### src/rtl/divisor_secuencial.sv
`default_nettype none
// ============================================================================
// Module   : divisor_secuencial
// Brief    : Restoring divider producing one quotient bit per clock, with an
//            iniciar/terminado handshake and a divide-by-zero flag.
// Revision : 1.0 - initial release
// ============================================================================
module divisor_secuencial #(
    parameter int ANCHO_DIVIDENDO = 32,
    parameter int ANCHO_DIVISOR   = 16
) (
    input  logic                       clk,
    input  logic                       rst,
    input  logic                       iniciar,
    input  logic [ANCHO_DIVIDENDO-1:0] dividendo,
    input  logic [ANCHO_DIVISOR-1:0]   divisor,
    output logic [ANCHO_DIVIDENDO-1:0] cociente,
    output logic [ANCHO_DIVISOR-1:0]   residuo,
    output logic                       terminado,
    output logic                       ocupado,
    output logic                       div_cero
);

    localparam int ANCHO_CNT = $clog2(ANCHO_DIVIDENDO + 1);
    localparam logic [ANCHO_CNT-1:0] C_ULTIMA = ANCHO_CNT'(ANCHO_DIVIDENDO - 1);

    typedef enum logic [1:0] {
        REPOSO  = 2'd0,
        CALCULO = 2'd1,
        FIN     = 2'd2
    } estado_t;

    estado_t                    estado_q, estado_d;
    logic [ANCHO_DIVIDENDO-1:0] q_q, q_d;
    logic [ANCHO_DIVISOR:0]     r_q, r_d;
    logic [ANCHO_DIVISOR-1:0]   d_q, d_d;
    logic [ANCHO_CNT-1:0]       cnt_q, cnt_d;
    logic [ANCHO_DIVIDENDO-1:0] cociente_q, cociente_d;
    logic [ANCHO_DIVISOR-1:0]   residuo_q, residuo_d;
    logic                       terminado_q, terminado_d;
    logic                       div_cero_q, div_cero_d;

    logic [ANCHO_DIVISOR+1:0]   w_t;
    logic                       w_ge;
    logic [ANCHO_DIVISOR:0]     w_dif;
    logic [ANCHO_DIVISOR:0]     w_r_sig;
    logic [ANCHO_DIVIDENDO-1:0] w_q_sig;

    always_comb begin
        estado_d    = estado_q;
        q_d         = q_q;
        r_d         = r_q;
        d_d         = d_q;
        cnt_d       = cnt_q;
        cociente_d  = cociente_q;
        residuo_d   = residuo_q;
        terminado_d = 1'b0;
        div_cero_d  = div_cero_q;

        // The partial remainder always stays below the divisor, so the extra
        // headroom bits keep the compare and subtract free of overflow.
        w_t     = {r_q, q_q[ANCHO_DIVIDENDO-1]};
        w_ge    = (w_t >= {2'b00, d_q});
        w_dif   = w_t[ANCHO_DIVISOR:0] - {1'b0, d_q};
        w_r_sig = w_ge ? w_dif : w_t[ANCHO_DIVISOR:0];
        w_q_sig = {q_q[ANCHO_DIVIDENDO-2:0], w_ge};

        case (estado_q)
            REPOSO: begin
                if (iniciar) begin
                    if (divisor == '0) begin
                        estado_d    = FIN;
                        cociente_d  = '1;
                        residuo_d   = dividendo[ANCHO_DIVISOR-1:0];
                        div_cero_d  = 1'b1;
                        terminado_d = 1'b1;
                    end else begin
                        estado_d = CALCULO;
                        q_d      = dividendo;
                        r_d      = '0;
                        d_d      = divisor;
                        cnt_d    = '0;
                    end
                end
            end
            CALCULO: begin
                q_d   = w_q_sig;
                r_d   = w_r_sig;
                cnt_d = cnt_q + ANCHO_CNT'(1);
                if (cnt_q == C_ULTIMA) begin
                    estado_d    = FIN;
                    cociente_d  = w_q_sig;
                    residuo_d   = w_r_sig[ANCHO_DIVISOR-1:0];
                    terminado_d = 1'b1;
                    div_cero_d  = 1'b0;
                end
            end
            FIN:     estado_d = REPOSO;
            default: estado_d = REPOSO;
        endcase
    end

    always_ff @(posedge clk) begin
        if (rst) begin
            estado_q    <= REPOSO;
            q_q         <= '0;
            r_q         <= '0;
            d_q         <= '0;
            cnt_q       <= '0;
            cociente_q  <= '0;
            residuo_q   <= '0;
            terminado_q <= 1'b0;
            div_cero_q  <= 1'b0;
        end else begin
            estado_q    <= estado_d;
            q_q         <= q_d;
            r_q         <= r_d;
            d_q         <= d_d;
            cnt_q       <= cnt_d;
            cociente_q  <= cociente_d;
            residuo_q   <= residuo_d;
            terminado_q <= terminado_d;
            div_cero_q  <= div_cero_d;
        end
    end

    assign cociente  = cociente_q;
    assign residuo   = residuo_q;
    assign terminado = terminado_q;
    assign div_cero  = div_cero_q;
    assign ocupado   = (estado_q == CALCULO);

endmodule
`default_nettype wire

### config.mk
export PLATFORM = sky130hd
export DESIGN_NAME = divisor_secuencial
export DESIGN_NICKNAME = d
export VERILOG_FILES = /design/src/rtl/divisor_secuencial.sv
export SDC_FILE = /design/constraint.sdc
export NUM_CORES = 1
export LEC_CHECK = 0
export BUFFER_PORTS_ARGS = -buffer_cell sky130_fd_sc_hd__buf_2
export CELL_PAD_IN_SITES_DETAIL_PLACEMENT = 2
export CELL_PAD_IN_SITES_GLOBAL_PLACEMENT = 2
export CORE_MARGIN = 10
export CORE_UTILIZATION = 32
export CTS_BUF_LIST = sky130_fd_sc_hd__clkbuf_8 sky130_fd_sc_hd__clkbuf_16
export CTS_CLUSTER_SIZE = 40
export DETAILED_ROUTE_END_ITERATION = 6
export GPL_TIMING_DRIVEN = 1
export PLACE_DENSITY = 0.8
export SETUP_SLACK_MARGIN = 0.5
export SYNTH_ARGS = -nofsm -noshare
export SYNTH_HDL_FRONTEND = slang
export SYNTH_SLANG_ARGS = --single-unit
### constraint.sdc
create_clock -name clk -period 3.5 [get_ports clk]
set_clock_uncertainty 0.1 [all_clocks]
set_input_delay 1.05 -clock clk [delete_from_list [all_inputs] [get_ports clk]]
set_output_delay 1.05 -clock clk [all_outputs]
set_load 0.01 [all_outputs]
==> results_dict.tcl <==
set metrics [dict create \
    status "completed" \
    postLayoutCellArea_um2 7270 \
    p_clk_share_pct 23.8 \
    grt_pass1_vias 6318 \
    port_buffers 101 \
    finalSetupTns_ns 0 \
    die_area_um2 24100 \
    syn_inst 747 \
    critPathKind "flop to flop" \
    htreeDepth 4 \
    synth_top_family_by_area "simple AND/OR/NAND/NOR gates" \
    drtIter0Drc 317 \
    synth_edf_count 0 \
    hold_slack_ns 0.359 \
    syn-cell-area_um2 5850 \
    nets 910 \
    core_um2 18000 \
    viasPerCell 5.39 \
    mostFrequentLayoutCell "nand2_1" \
    syn_area_per_cell_um2 7.83 \
    p_sw_share_pct 42.9 \
    fp.dieH_um 155 \
    intPower_w 0.00389 \
    drv_cap 0 \
    wire_per_inst_um 20.8 \
    initial_core_util_pct 32.6 \
    rsz0062_at_grt "false" \
    start_kind "flop" \
    ys_seq_area_share_pct 42.1 \
    setup_ws_ns 0.511 \
    gp_congestion 0.853 \
    drc_errors 0 \
    synth-xor-area-share_pct 2.25 \
    synth-simple-area-share_pct 25.7 \
    power_density_nw_per_um2 937 \
    ir_drop_mv 0.625 \
    ys_warn_count 0 \
    crit_fanout 6 \
    synth_cell_types 63 \
    insertion_delay_ns 0.41 \
    antenna_found_initial 0 \
    power_switching_w 0.00293 \
    hold_path_class "flop to flop" \
    clockBufferDepth 2 \
    fmax_mhz 335 \
    post-route-period-util_pct 85.4 \
    comb_power_share_pct 51.8 \
    placed_cell_area_um2 6540 \
    area.growth.synth_to_final_pct 24.2 \
    synthAdderAreaFrac_pct 3.98 \
    synth_nets 816 \
    synthArstFlopShare_pct 0 \
    synthMuxAreaShare_pct 1.90 \
    final_hold_viol_count 0 \
    cp-end-kind "flop" \
    cp.required_ns 3.72 \
    grt_overflow 0 \
    io_pins 102 \
    preCtsSetupSlack_ns 0.104 \
    vias 5834 \
    cts_buffers 17 \
    grt_max_degree 68 \
    seq_power_share_pct 24.4 \
    cellLeakagePower_nw 2.95 \
    min_period_ns 2.99 \
    synthFlopType "dfxtp_1" \
    worstMarginPinSlew_ns 0.768 \
    n_antenna_cell 0 \
    antenna_left 0 \
    maxSlewViolCount 0 \
    cp.arrival_ns 3.21 \
    grt_pass1_wl_mm 34.8 \
    slew_headroom_pct 48.4 \
    setup_viol 0 \
    hpwl_mm 15.7 \
    drive_gt1_share_pct 22.0 \
    synth_compound_area_share_pct 18.5 \
    cts.clk_slew.worst_paths_ns 0.06 \
    drt-total-wl_mm 22.6 \
    dieWidth_um 155 \
    ys_seq_elements 123 \
    first_pass_iters 5 \
    rows 49 \
    grt_usage_pct 17.7 \
    tritoncts "built" \
    clkSinkCount 123 \
    clockRootBuffer "clkbuf_16" \
    layout_common_cells "nand2_1 (140), dfxtp_1 (121), buf_2 (100)" \
]
[sequential cells by signal (all words and copies together), names as in the netlist]
register,flops
estado_q,2
r_q,17
d_q,16
terminado,1
cociente,32
residuo,16
q_q,32
cnt_q,6
div_cero,1
[routing by layer]
metal | routed length, µm | GRT usage [%]
met5 | 0 | 0
met4 | 344 | 4.81
met3 | 1070 | 3.61
met2 | 11600 | 30.9
met1 | 9520 | 21.6
[logic make-up after synthesis]
| kind of cell | count (synthesis) |
|---|---|
| buffers and inverters | 75 |
| multiplexers | 11 |
| AND/OR/NAND/NOR | 349 |
| adder cells (fa/ha/maj) | 18 |
| AO/OA/AOI/OAI | 156 |
| flip-flops | 123 |
| XOR/XNOR | 15 |
[worst max-delay path, stage by stage (launching register included)]
cell and delay, ns:
dfxtp_2 0.33, inv_2 0.11, ha_4 0.14, inv_1 0.05, fa_2 0.38, a211oi_2 0.24
o211ai_1 0.20, a211oi_4 0.30, buf_6 0.16, o21bai_4 0.08, buf_12 0.16, mux2i_2 0.25
nor2_1 0.09, o31ai_2 0.28
[repair_timing]
item	in CTS	in global routing
buffers inserted	2	9
resized for setup	5	14
gates cloned	1	0
hold buffers	0	0
pin swaps	3	7
setup endpoints to repair	29	46
[final cells by class]
class	count	area [µm²]
clock buffers	17	425
clock inverters	15	116
fillers	2079	10700
repair buffers	126	737
multi-input cells	550	3150
inverters	23	86.3
flip-flops and latches	123	2460
well taps	229	287
[worst paths after layout]
kind                        start                       to  slack, ns  cells after the start
max          q_q[31]$_SDFFE_PP0P_  residuo[9]$_SDFFE_PP0P_       0.51                     13
min          d_q[13]$_SDFFE_PP0P_     d_q[13]$_SDFFE_PP0P_       0.36                      2
max reg2reg  q_q[31]$_SDFFE_PP0P_  residuo[9]$_SDFFE_PP0P_       0.51                     13
min reg2reg  d_q[13]$_SDFFE_PP0P_     d_q[13]$_SDFFE_PP0P_       0.36                      2
[through the flow]
stage | power [W] | cells | utilization [%]
after CTS | 0.00632 | 1074 | 39.6
final | 0.00681 | 1083 | 40.5
after global routing | 0.00721 | 1083 | 40.5
after global placement | 0.00430 | 1039 | 36.4
after detailed placement | 0.00443 | 1039 | 36.4
after floorplan | 0.00389 | 747 | -
[cells in the mapped netlist, types with 4 or more instances]
cell | count | area share (%)
a21oi_1 | 39 | 3.3
nand2b_1 | 7 | 0.75
or3_1 | 4 | 0.43
a211oi_1 | 6 | 0.77
nor3_1 | 72 | 6.2
a22o_1 | 4 | 0.60
nand4_1 | 7 | 0.75
clkbuf_1 | 39 | 2.5
ha_1 | 17 | 3.6
o211ai_1 | 4 | 0.51
o21ai_1 | 6 | 0.51
inv_1 | 22 | 1.4
and2_1 | 6 | 0.64
buf_2 | 5 | 0.43
nand3_1 | 4 | 0.34
nor2_1 | 95 | 6.1
dfxtp_1 | 123 | 42
xnor2_1 | 6 | 0.90
nor4_1 | 4 | 0.43
mux2i_1 | 10 | 1.7
a31oi_1 | 4 | 0.43
nand2_1 | 140 | 9.0
o21ai_0 | 34 | 2.9
xor2_1 | 9 | 1.3
a311oi_1 | 30 | 4.5
[power by group through the flow]
stage | logic [W] | clock network (W) | registers (W)
after floorplan | 0.00226 | 0 | 0.00163
after global placement | 0.00263 | 0 | 0.00167
after detailed placement | 0.00275 | 0 | 0.00168
after CTS | 0.00301 | 0.00166 | 0.00165
after global routing | 0.00379 | 0.00174 | 0.00168
final | 0.00353 | 0.00162 | 0.00166
Power figures use the tool's default switching activity.
